$ cat config.mk
export PLATFORM = sky130hd
export DESIGN_NAME = cpu_clock_ctrl
export DESIGN_NICKNAME = d
export VERILOG_FILES = /design/src/rtl/cpu_clock_ctrl.sv
export SDC_FILE = /design/constraint.sdc
export NUM_CORES = 1
export LEC_CHECK = 0
export ABC_AREA = 1
export BUFFER_PORTS_ARGS = -buffer_cell sky130_fd_sc_hd__buf_2
export CAP_MARGIN = 20
export CORE_ASPECT_RATIO = 2
export CORE_MARGIN = 10
export CORE_UTILIZATION = 41
export DETAILED_ROUTE_END_ITERATION = 10
export PLACE_DENSITY_LB_ADDON = 0.15
export SYNTH_ARGS = -nofsm -noshare
export SYNTH_HDL_FRONTEND = slang
export SYNTH_SLANG_ARGS = --single-unit
$ cat constraint.sdc
create_clock -name clk -period 8.2 [get_ports clk]
set_input_delay 1.64 -clock clk [delete_from_list [all_inputs] [get_ports clk]]
set_output_delay 1.64 -clock clk [all_outputs]
set_load 0.01 [all_outputs]
$ cat src/rtl/cpu_clock_ctrl.sv
// rtl/cpu_clock_ctrl.sv - run/halt/single-step tick enable for the CPU core
// Optional breakpoint halt compiled in with CPU_CLOCK_CTRL_BREAK_EN.
module cpu_clock_ctrl #(
    parameter int DIVIDER = 25000000,
    parameter int CNT_W   = 32
) (
    input  logic             clk,
    input  logic             rst,
    input  logic             run,
    input  logic             halt,
    input  logic             step,
    input  logic             div_wr,
    input  logic [CNT_W-1:0] div_val,
    input  logic [31:0]      pc,
    input  logic [31:0]      bp_addr,
    output logic             tick,
    output logic             running,
    output logic [CNT_W-1:0] tick_count,
    output logic             bp_hit
);

    typedef enum logic [1:0] {S_HALTED, S_RUN, S_STEP} state_t;

    state_t           state;
    logic [CNT_W-1:0] cnt;
    logic [CNT_W-1:0] period;
    logic [CNT_W-1:0] pend;
    logic             pend_vld;
    logic [CNT_W-1:0] div_sat;
    logic [CNT_W-1:0] cnt_nxt;
    logic             wrap;
    logic             tc_next;
    logic             load_now;
    logic             brk;

    assign div_sat  = (div_val < CNT_W'(2)) ? CNT_W'(2) : div_val;
    // tick is high in the cycle where cnt sits at period-1, so it is registered
    // one edge earlier; cnt wraps to 0 on the edge after the tick.
    assign wrap     = (cnt == period - CNT_W'(1));
    assign cnt_nxt  = wrap ? '0 : cnt + CNT_W'(1);
    assign tc_next  = (cnt_nxt == period - CNT_W'(1));
    assign load_now = (state != S_RUN) || wrap;

`ifdef CPU_CLOCK_CTRL_BREAK_EN
    logic tick_d;

    always_ff @(posedge clk or posedge rst) begin
        if (rst) begin
            tick_d <= 1'b0;
            bp_hit <= 1'b0;
        end else begin
            tick_d <= tick;
            if (state == S_RUN && brk)
                bp_hit <= 1'b1;
            else if (state != S_RUN && !halt && (run || step))
                bp_hit <= 1'b0;
        end
    end

    // pc has advanced past the ticked instruction in the cycle after the tick
    assign brk = tick_d && (pc == bp_addr);
`else
    logic unused_bp;

    assign unused_bp = ^{pc, bp_addr};
    assign brk       = 1'b0;
    assign bp_hit    = 1'b0;
`endif

    always_ff @(posedge clk or posedge rst) begin
        if (rst) begin
            state      <= S_HALTED;
            cnt        <= '0;
            period     <= CNT_W'(DIVIDER);
            pend       <= '0;
            pend_vld   <= 1'b0;
            tick       <= 1'b0;
            running    <= 1'b0;
            tick_count <= '0;
        end else begin
            tick <= 1'b0;
            if (div_wr) begin
                pend     <= div_sat;
                pend_vld <= 1'b1;
            end
            if (load_now) begin
                if (div_wr) begin
                    period   <= div_sat;
                    pend_vld <= 1'b0;
                end else if (pend_vld) begin
                    period   <= pend;
                    pend_vld <= 1'b0;
                end
            end
            case (state)
                S_HALTED: begin
                    if (!halt && run) begin
                        state   <= S_RUN;
                        running <= 1'b1;
                        cnt     <= '0;
                    end else if (!halt && step) begin
                        state <= S_STEP;
                    end
                end
                S_STEP: begin
                    tick       <= 1'b1;
                    tick_count <= tick_count + CNT_W'(1);
                    if (run && !halt) begin
                        state   <= S_RUN;
                        running <= 1'b1;
                        cnt     <= '0;
                    end else begin
                        state <= S_HALTED;
                    end
                end
                S_RUN: begin
                    if (halt || brk) begin
                        state   <= S_HALTED;
                        running <= 1'b0;
                    end else begin
                        cnt <= cnt_nxt;
                        if (tc_next) begin
                            tick       <= 1'b1;
                            tick_count <= tick_count + CNT_W'(1);
                        end
                    end
                end
                default: begin
                    state   <= S_HALTED;
                    running <= 1'b0;
                end
            endcase
        end
    end

endmodule

# ---- Yosys cells after proc, flatten, opt, wreduce, memory -nomap -nowiden
# Cells that the tools add are included.
dict set report totals {
  input_bits 102
  word_cells 61
  regBits 133
}
dict set report classes {
  n_eq_ne 10
  reduce_logical 14
  magnitude_cmp 1
  n_mux 25
  addsub 3
}
# op count
set op_table {}
lappend op_table {{32-bit 2-to-1 mux} 8}
lappend op_table {{32-bit case mux with 2 select lines} 2}
lappend op_table {{32-bit by 1-bit adder with 32-bit output (second input constant)} 2}
lappend op_table {{32-bit equality test} 2}
lappend op_table {{32-bit by 2-bit < comparator with 1-bit output (second input constant)} 1}
lappend op_table {{32-bit by 1-bit subtractor with 32-bit output (second input constant)} 1}
lappend op_table {{1-bit 2-to-1 mux} 9}
lappend op_table {{2-bit 2-to-1 mux} 3}
lappend op_table {{2-bit inequality test (second input constant)} 3}
lappend op_table {{2-bit case mux with 3 select lines} 1}
lappend op_table {{2-bit AND reduction} 3}
lappend op_table {{3-bit AND reduction} 2}
lappend op_table {{2-bit nonzero test} 3}
lappend op_table {{2-bit by 1-bit inequality test with 1-bit output (second input constant)} 2}
lappend op_table {{1-bit case mux with 2 select lines} 2}
lappend op_table {{3-bit inequality test (second input constant)} 1}
lappend op_table {{2-bit by 1-bit equality test with 1-bit output (second input constant)} 1}
lappend op_table {{2-bit equality test (second input constant)} 1}
lappend op_table {{1-bit logical AND} 2}
lappend op_table {{2-bit logical NOT} 1}
lappend op_table {{2-bit OR reduction} 1}
lappend op_table {{1-bit logical NOT} 1}
lappend op_table {{1-bit logical OR} 1}

# ---- Depth between registers and ports, before layout
# Gate-level depths: netlist of run 1.
dict set report depth {
  ltp_word 7
  mapped_depth 28
  mapped_depth_nobuf 27
}

# ---- Worst setup path before layout of run 1
# Ideal clock, no wire load.
dict set report synth_path {
  path_type {register to register}
  from {reg period[0]}
  to {reg tick_count[24]}
  path_stages_with_launch 23
  required_ps 8083
  path_buffers 2
  synth_period_minus_slack_ps 3013
  setup_time_ps 117
  setup_slack_ps 5187
  arrival_time_ps 2896
  path_cell_list {dfrtp_1 -> inv_2 -> ha_1 -> nand2_2 -> nor2_2 -> nand2_1 -> nor2_1 -> nand2_1 -> nand3_1 -> nand2_1 -> nor2_1 -> nand2_1 -> nor2_2 -> nand3_2 -> buf_2 -> nand3_1 -> xnor2_1 -> nand3_1 -> nor2_2 -> nand3_2 -> buf_2 -> nand3_1 -> nand2_1}
}
dict set report synth_via {
  elab_chain_len 6
}
# element line_no
set synth_lines {}
lappend synth_lines {{from (decl)} 26} ;# logic [CNT_W-1:0] period;
lappend synth_lines {{from (signal assigned)} 74} ;# period <= CNT_W'(DIVIDER);
lappend synth_lines {{from (signal assigned)} 88} ;# period <= div_sat;
lappend synth_lines {{from (signal assigned)} 91} ;# period <= pend;
lappend synth_lines {{32-bit by 1-bit subtractor with 32-bit output *} {39, 41}}
lappend synth_lines {{32-bit equality test} 39} ;# assign wrap = (cnt == period - CNT_W'(1));
lappend synth_lines {{32-bit 2-to-1 mux} 40} ;# assign cnt_nxt = wrap ? '0 : cnt + CNT_W'(1);
lappend synth_lines {{32-bit equality test *} 41} ;# assign tc_next = (cnt_nxt == period - CNT_W'(1));
lappend synth_lines {{2-bit inequality test (no source line) *} -}
lappend synth_lines {{3-bit AND reduction (no source line) *} -}
lappend synth_lines {{to (signal assigned)} 107} ;# tick_count <= tick_count + CNT_W'(1);
lappend synth_lines {{to (signal assigned)} 124} ;# tick_count <= tick_count + CNT_W'(1);
lappend synth_lines {{to (decl)} 18} ;# output logic [CNT_W-1:0] tick_count,
# Every way passes the cells marked *; elsewhere a longest branch is shown, timed or not.
# A chain may end at the register's enable or synchronous reset.

# ---- Worst setup path after layout of run 1
dict set report layout_path {
  from {reg period[0]}
  to {reg tick_count[14]}
}
# The elaborated chain is that of the path after synthesis.

==> results_dict.tcl, run 1 <==
set metrics [dict create \
    status "finished clean" \
    grt-ovfl-total 0 \
    clk_latency_ns 0.43 \
    num_rows 76 \
    slew_viol_final 0 \
    hold_class "register to register" \
    worstSetupPathType "register to register" \
    io_buffers 71 \
    critPathMaxFanout 34 \
    wl_um 29700 \
    layout.nets 1517 \
    grt_start_max_net_pins 73 \
    remaining_drc_errors 0 \
    endpoint_kind "register" \
    yosys.area.top_type "dfrtp_1" \
    final_hold_viol_count 0 \
    gp_congestion 0.954 \
    yosysSeqAreaShare 0.373 \
    hold_ws_ns 0.469 \
    synth_warnings 0 \
    async_flop_share 1.00 \
    period_share 0.595 \
    finClkSkew_ns 0.0123 \
    finalSetupViolCount 0 \
    initial_core_util 0.417 \
    synth-seq-cells 133 \
    clock-root-buffer "clkbuf_16" \
    fin_crit_ns 4.88 \
    h-tree-depth 4 \
    required_ns 8.57 \
    peakVddDrop_v 0.000193 \
    post-place-ws_ns 3.36 \
    cts_buffer_depth 2 \
    cts_tree "built" \
    dieHeight_um 229 \
    hold_buffers 0 \
    p_per_area_nw_per_um2 270 \
    leakagePower_nw 5.13 \
    drt-wirelength-per-cell_um 17.6 \
    synth_commonest_cells "512 x nand2_1, 145 x inv_1, 129 x nor2_1, 121 x dfrtp_1, 115 x nand3_1" \
    final_cell_count_no_fill 1694 \
    synthMostInstantiatedCell "nand2_1" \
    final_antenna_net_count 0 \
    avgSynthCellArea_um2 6.65 \
    grt_first_pass_wirelength_um 47400 \
    synth_edf_count 0 \
    dr.pass1.iters 5 \
    grt_pass1_vias 9011 \
    post_drt_via_cell_ratio 5.18 \
    cp-start-kind "register" \
    die_w_um 124 \
    synth.distinct_cells 36 \
    rsz0062_at_grt "false" \
    clock-sinks 133 \
    vias 8782 \
    fin_tns_setup_ns 0 \
    yosys_most_used_dff "dfrtp_1" \
    netlist.area_leader.share 0.338 \
    post-place-cells 1663 \
    fmax_ghz 0.205 \
    drive_above_1_share 0.107 \
    tightest_slew_ns 0.996 \
    cts_setup_buffers 0 \
    cts_buffers 17 \
    antenna_found_initial 0 \
    grt_use_total 0.209 \
    netlist_top_cells_area "dfrtp_1 34%, nand2_1 21%, nand3_1 6.4%" \
    synth_nets 1455 \
    drtIter0Drc 510 \
    synthesis.area_um2 8950 \
    dpl.hpwl_um 23300 \
    design.core.area_um2 21500 \
    syn_to_final_growth_pct 13.2 \
    dieArea_um2 28500 \
    syn_inst 1347 \
    clkSlewWorstSetupHoldPaths_ns 0.06 \
    cts.repair.resized 0 \
    pin_count 137 \
    diodes 0 \
    max-slew-margin-rel 0.330 \
    layout_setup_ws_ns 3.32 \
    cap_viol_max_count 0 \
    arrival_ns 5.25 \
]
layout by cell type, fill, tap and decap left out, types with 12 or more instances in the layout:
cell         n
nand2_1    512
o22ai_1     32
clkbuf_16   17
dfstp_2     12
nand4_1     26
nor2_1     129
nand3_1    115
xor2_1      63
o21ai_0     43
buf_2       71
inv_1      144
nor3_1      28
dfrtp_1    121
nor4_1      18
worst paths after layout:
check                      startpoint              to  slack [ns]  cells past startpoint
setup / recovery            period[0]  tick_count[14]        3.32                     23
hold / removal               pend[11]        pend[11]        0.47                      2
setup reg to reg            period[0]  tick_count[14]        3.32                     23
hold reg to reg              pend[11]        pend[11]        0.47                      2
max in group asynchronous         rst          cnt[9]        5.53                      3
min in group asynchronous         rst  tick_count[11]        1.28                      2
cell families (layout without fill, tap and decap cells):
logic type | after synthesis | count (layout) | share of synthesized area
AOI/OAI and AO/OA | 91 | 91 | 0.0584
DFF | 133 | 133 | 0.373
buffers and inverters | 185 | 259 | 0.0834
adders and majority gates | 6 | 6 | 0.00838
other | 1 | 1 | 0.000419
and+or+nand+nor | 857 | 857 | 0.404
xor gates and xnor gates | 74 | 74 | 0.0724
flip-flops by register name, summed over array words and instances, names as in the netlist:
name and cells:
tick 1, state 2, tick_count 32, pend 32, running 1, period 32
pend_vld 1, cnt 32
report_power, final:
part	internal (mW)	total, mW	leakage, nW	switching [mW]
clock network	0.479	0.799	0.279	0.320
logic	0.317	1.04	3.14	0.724
registers	0.783	0.893	1.72	0.110
layout make-up:
class	count	area, um^2
clock buffer	17	425
clock inverter	14	176
fill	2314	11400
inverter	149	564
multi-input combinational	1029	4870
sequential	133	3340
tap	273	342
timing repair buffer	79	415
worst max-delay path, stage by stage, from the launching register on:
cell	delay, ns
dfrtp_1	0.41
inv_2	0.10
ha_1	0.25
nand2_2	0.16
nor2_2	0.30
nand2_1	0.25
nor2_1	0.19
nand2_1	0.08
nand3_1	0.08
nand2_1	0.05
nor2_1	0.11
nand2_1	0.09
nor2_2	0.18
nand3_2	0.44
buf_4	0.45
nand3_1	0.16
xor2_1	0.25
nand3_1	0.13
nor2_2	0.17
nand3_2	0.08
buf_4	0.27
nand2_4	0.38
nand2_1	0.10
nand2_1	0.07
layer usage:
metal / global-route usage / wire length, um / up-vias / share of wire
li1: - / - / 4408 / -
met1: 0.198 / 10400 / 4037 / 0.35
met2: 0.381 / 15800 / 229 / 0.53
met3: 0.0356 / 1010 / 108 / 0.034
met4: 0.170 / 2520 / 0 / 0.085
met5: 0 / 0 / - / 0
per-stage QoR:
stage               cell area, um^2   util  power, mW
finish                        10100  0.472       2.73
CTS                           10100  0.472       2.75
global route                  10100  0.472       2.93
floorplan                      8950      -       1.66
global placement               9530  0.444       1.94
detailed placement             9530  0.444       1.94
Note: power is estimated with default switching activity, not from simulation.
==> run 2: changes to the inputs <==
==> constraint.sdc (replaced) <==
create_clock -name clk -period 4.4 [get_ports clk]
set_input_delay 0.88 -clock clk [delete_from_list [all_inputs] [get_ports clk]]
set_output_delay 0.88 -clock clk [all_outputs]
set_load 0.01 [all_outputs]
==> run 2 against run 1 <==
Utilization up 0.49 points. Sequential cell count unchanged. Sequential power up 87%. First-iteration DRC count up 2.9%. Die area unchanged.
==> results_dict.tcl, run 2 (same netlist as run 1, synthesis figures left out) <==
set metrics [dict create \
    status "finished clean" \
    drive_above_1_share 0.113 \
    nFillCells 2333 \
    worstSetupPathType "register to register" \
    cts_buffers 17 \
    final_cell_mix "512 x nand2_1, 144 x inv_1, 129 x nor2_1, 121 x dfrtp_1, 115 x nand3_1" \
    wl_um 30400 \
    gp_congestion 0.995 \
    dpl.hpwl_um 23800 \
    switching_share 0.423 \
    hold_class "register to register" \
    post_drt_via_cell_ratio 5.14 \
    hold_buffers 0 \
    clk_latency_ns 0.45 \
    finalSetupViolCount 0 \
    dieArea_um2 28500 \
    finClkSkew_ns 0.00737 \
    cts_setup_buffers 0 \
    multi_input_area_um2 4870 \
    pwr-share-clk 0.298 \
    hold_ws_ns 0.467 \
    layout_setup_ws_ns 0.420 \
    drtIter0Drc 525 \
    reg2reg_depth 25 \
    syn_to_final_growth_pct 14.4 \
    grt_first_pass_wirelength_um 48500 \
    grt-ovfl-total 0 \
    p_per_area_nw_per_um2 505 \
    critPathTopFamily "simple AND/OR/NAND/NOR gates" \
    antenna_found_initial 0 \
    remaining_drc_errors 0 \
    clkSlewWorstSetupHoldPaths_ns 0.06 \
    slew_viol_final 0 \
    grt_pass1_vias 9161 \
    critical-path-max-stage-delay_ns 0.41 \
    critPathMostFrequentCell "nand2_1" \
    combinationalPowerShare 0.380 \
    layout.nets 1525 \
    p_total_mw 5.17 \
    clock-root-buffer "clkbuf_16" \
    clock-sinks 133 \
    seqPwrFrac 0.323 \
    dr.pass1.iters 5 \
    period_share 0.905 \
    fmax_ghz 0.251 \
    initial_core_util 0.417 \
    cp-start-kind "register" \
    cts_tree "built" \
    io_buffers 71 \
    final_cell_count_no_fill 1703 \
    rsz0062_at_grt "false" \
    layout_commonest_cell "nand2_1" \
    design.core.area_um2 21500 \
    fin_crit_ns 3.98 \
    diodes 0 \
    peakVddDrop_v 0.000413 \
    post-place-ws_ns 0.418 \
    endpoint_kind "register" \
    vias 8756 \
    critPathMaxFanout 33 \
    final_antenna_net_count 0 \
    cp_slowest_cell "dfrtp_1" \
    arrival_ns 4.31 \
    cts_buffer_depth 2 \
    post-place-cells 1671 \
    final_hold_viol_count 0 \
    path_buf_inv 3 \
    min_path_cells 2 \
    layout.area.seq_um2 3340 \
    required_ns 4.73 \
    tightest_slew_ns 0.624 \
    dieHeight_um 229 \
    max-slew-margin-rel 0.583 \
    pin_count 137 \
    drt-wirelength-per-cell_um 17.8 \
    grt_start_max_net_pins 87 \
    leakagePower_nw 5.20 \
    num_rows 76 \
    cap_viol_max_count 0 \
    power.net_switching_mw 2.18 \
    fin_tns_setup_ns 0 \
    cp.depth 25 \
    p_int_mw 2.98 \
    ff2ff_setup_slack_ns 0.42 \
    h-tree-depth 4 \
    cts.repair.resized 0 \
    die_w_um 124 \
    grt_use_total 0.214 \
]
-- run 2: cell types whose count changed in the layout (fill, tap and decap cells not counted) --
cell / delta
buf_4: +6
buf_12: +2
clkbuf_8: +2
clkinv_4: +1
clkinvlp_4: -1
inv_6: -1
-- run 2: power by group through the flow --
stage | clock network, mW | logic [mW] | registers (mW)
4_1_cts | 1.57 | 1.98 | 1.66
6_report | 1.54 | 1.96 | 1.67
3_3_place_gp | 0 | 1.96 | 1.68
3_5_place_dp | 0 | 1.97 | 1.69
2_1_floorplan | 0 | 1.45 | 1.64
5_1_grt | 1.62 | 2.24 | 1.70
-- run 2: stage by stage --
step / cell area (um^2) / utilization
2_1_floorplan: 8960 / -
3_3_place_gp: 9620 / 0.447
3_5_place_dp: 9620 / 0.447
4_1_cts: 10200 / 0.476
5_1_grt: 10200 / 0.476
6_report: 10200 / 0.476
-- run 2: layer usage --
layer  part of all wire  track usage  routed length (um)  up-vias
li1                   -            -                   -     4431
met1               0.35        0.205               10700     4021
met2               0.54        0.401               16400      221
met3              0.035       0.0363                1080       83
met4              0.072        0.154                2190        0
met5                  0            0                   0        -
-- run 2: cell type report --
class,count,area share
multi-input cells,1029,0.475
flip-flops and latches,133,0.327
inverters,149,0.0550
repair buffers,87,0.0489
clock buffers,19,0.0442
well taps,273,0.0334
clock inverters,13,0.0166
-- run 2: worst reg2reg max path: cells and delay by family, from the launching register on --
kind          cells  cell delay (ns)
flops             1             0.41
buf+inv           3             0.66
fa+ha+maj         1             0.26
simple gates     21             2.51
-- run 2: path summary, 6_finish.rpt --
| check | from | endpoint |
|---|---|---|
| worst max-delay path | period[0] | tick_count[31] |
| worst max register to register | period[0] | tick_count[31] |
| worst min-delay path | pend[3] | pend[3] |
| min in group asynchronous | rst | cnt[27] |
| worst min register to register | pend[3] | pend[3] |
| max in group asynchronous | rst | period[6] |
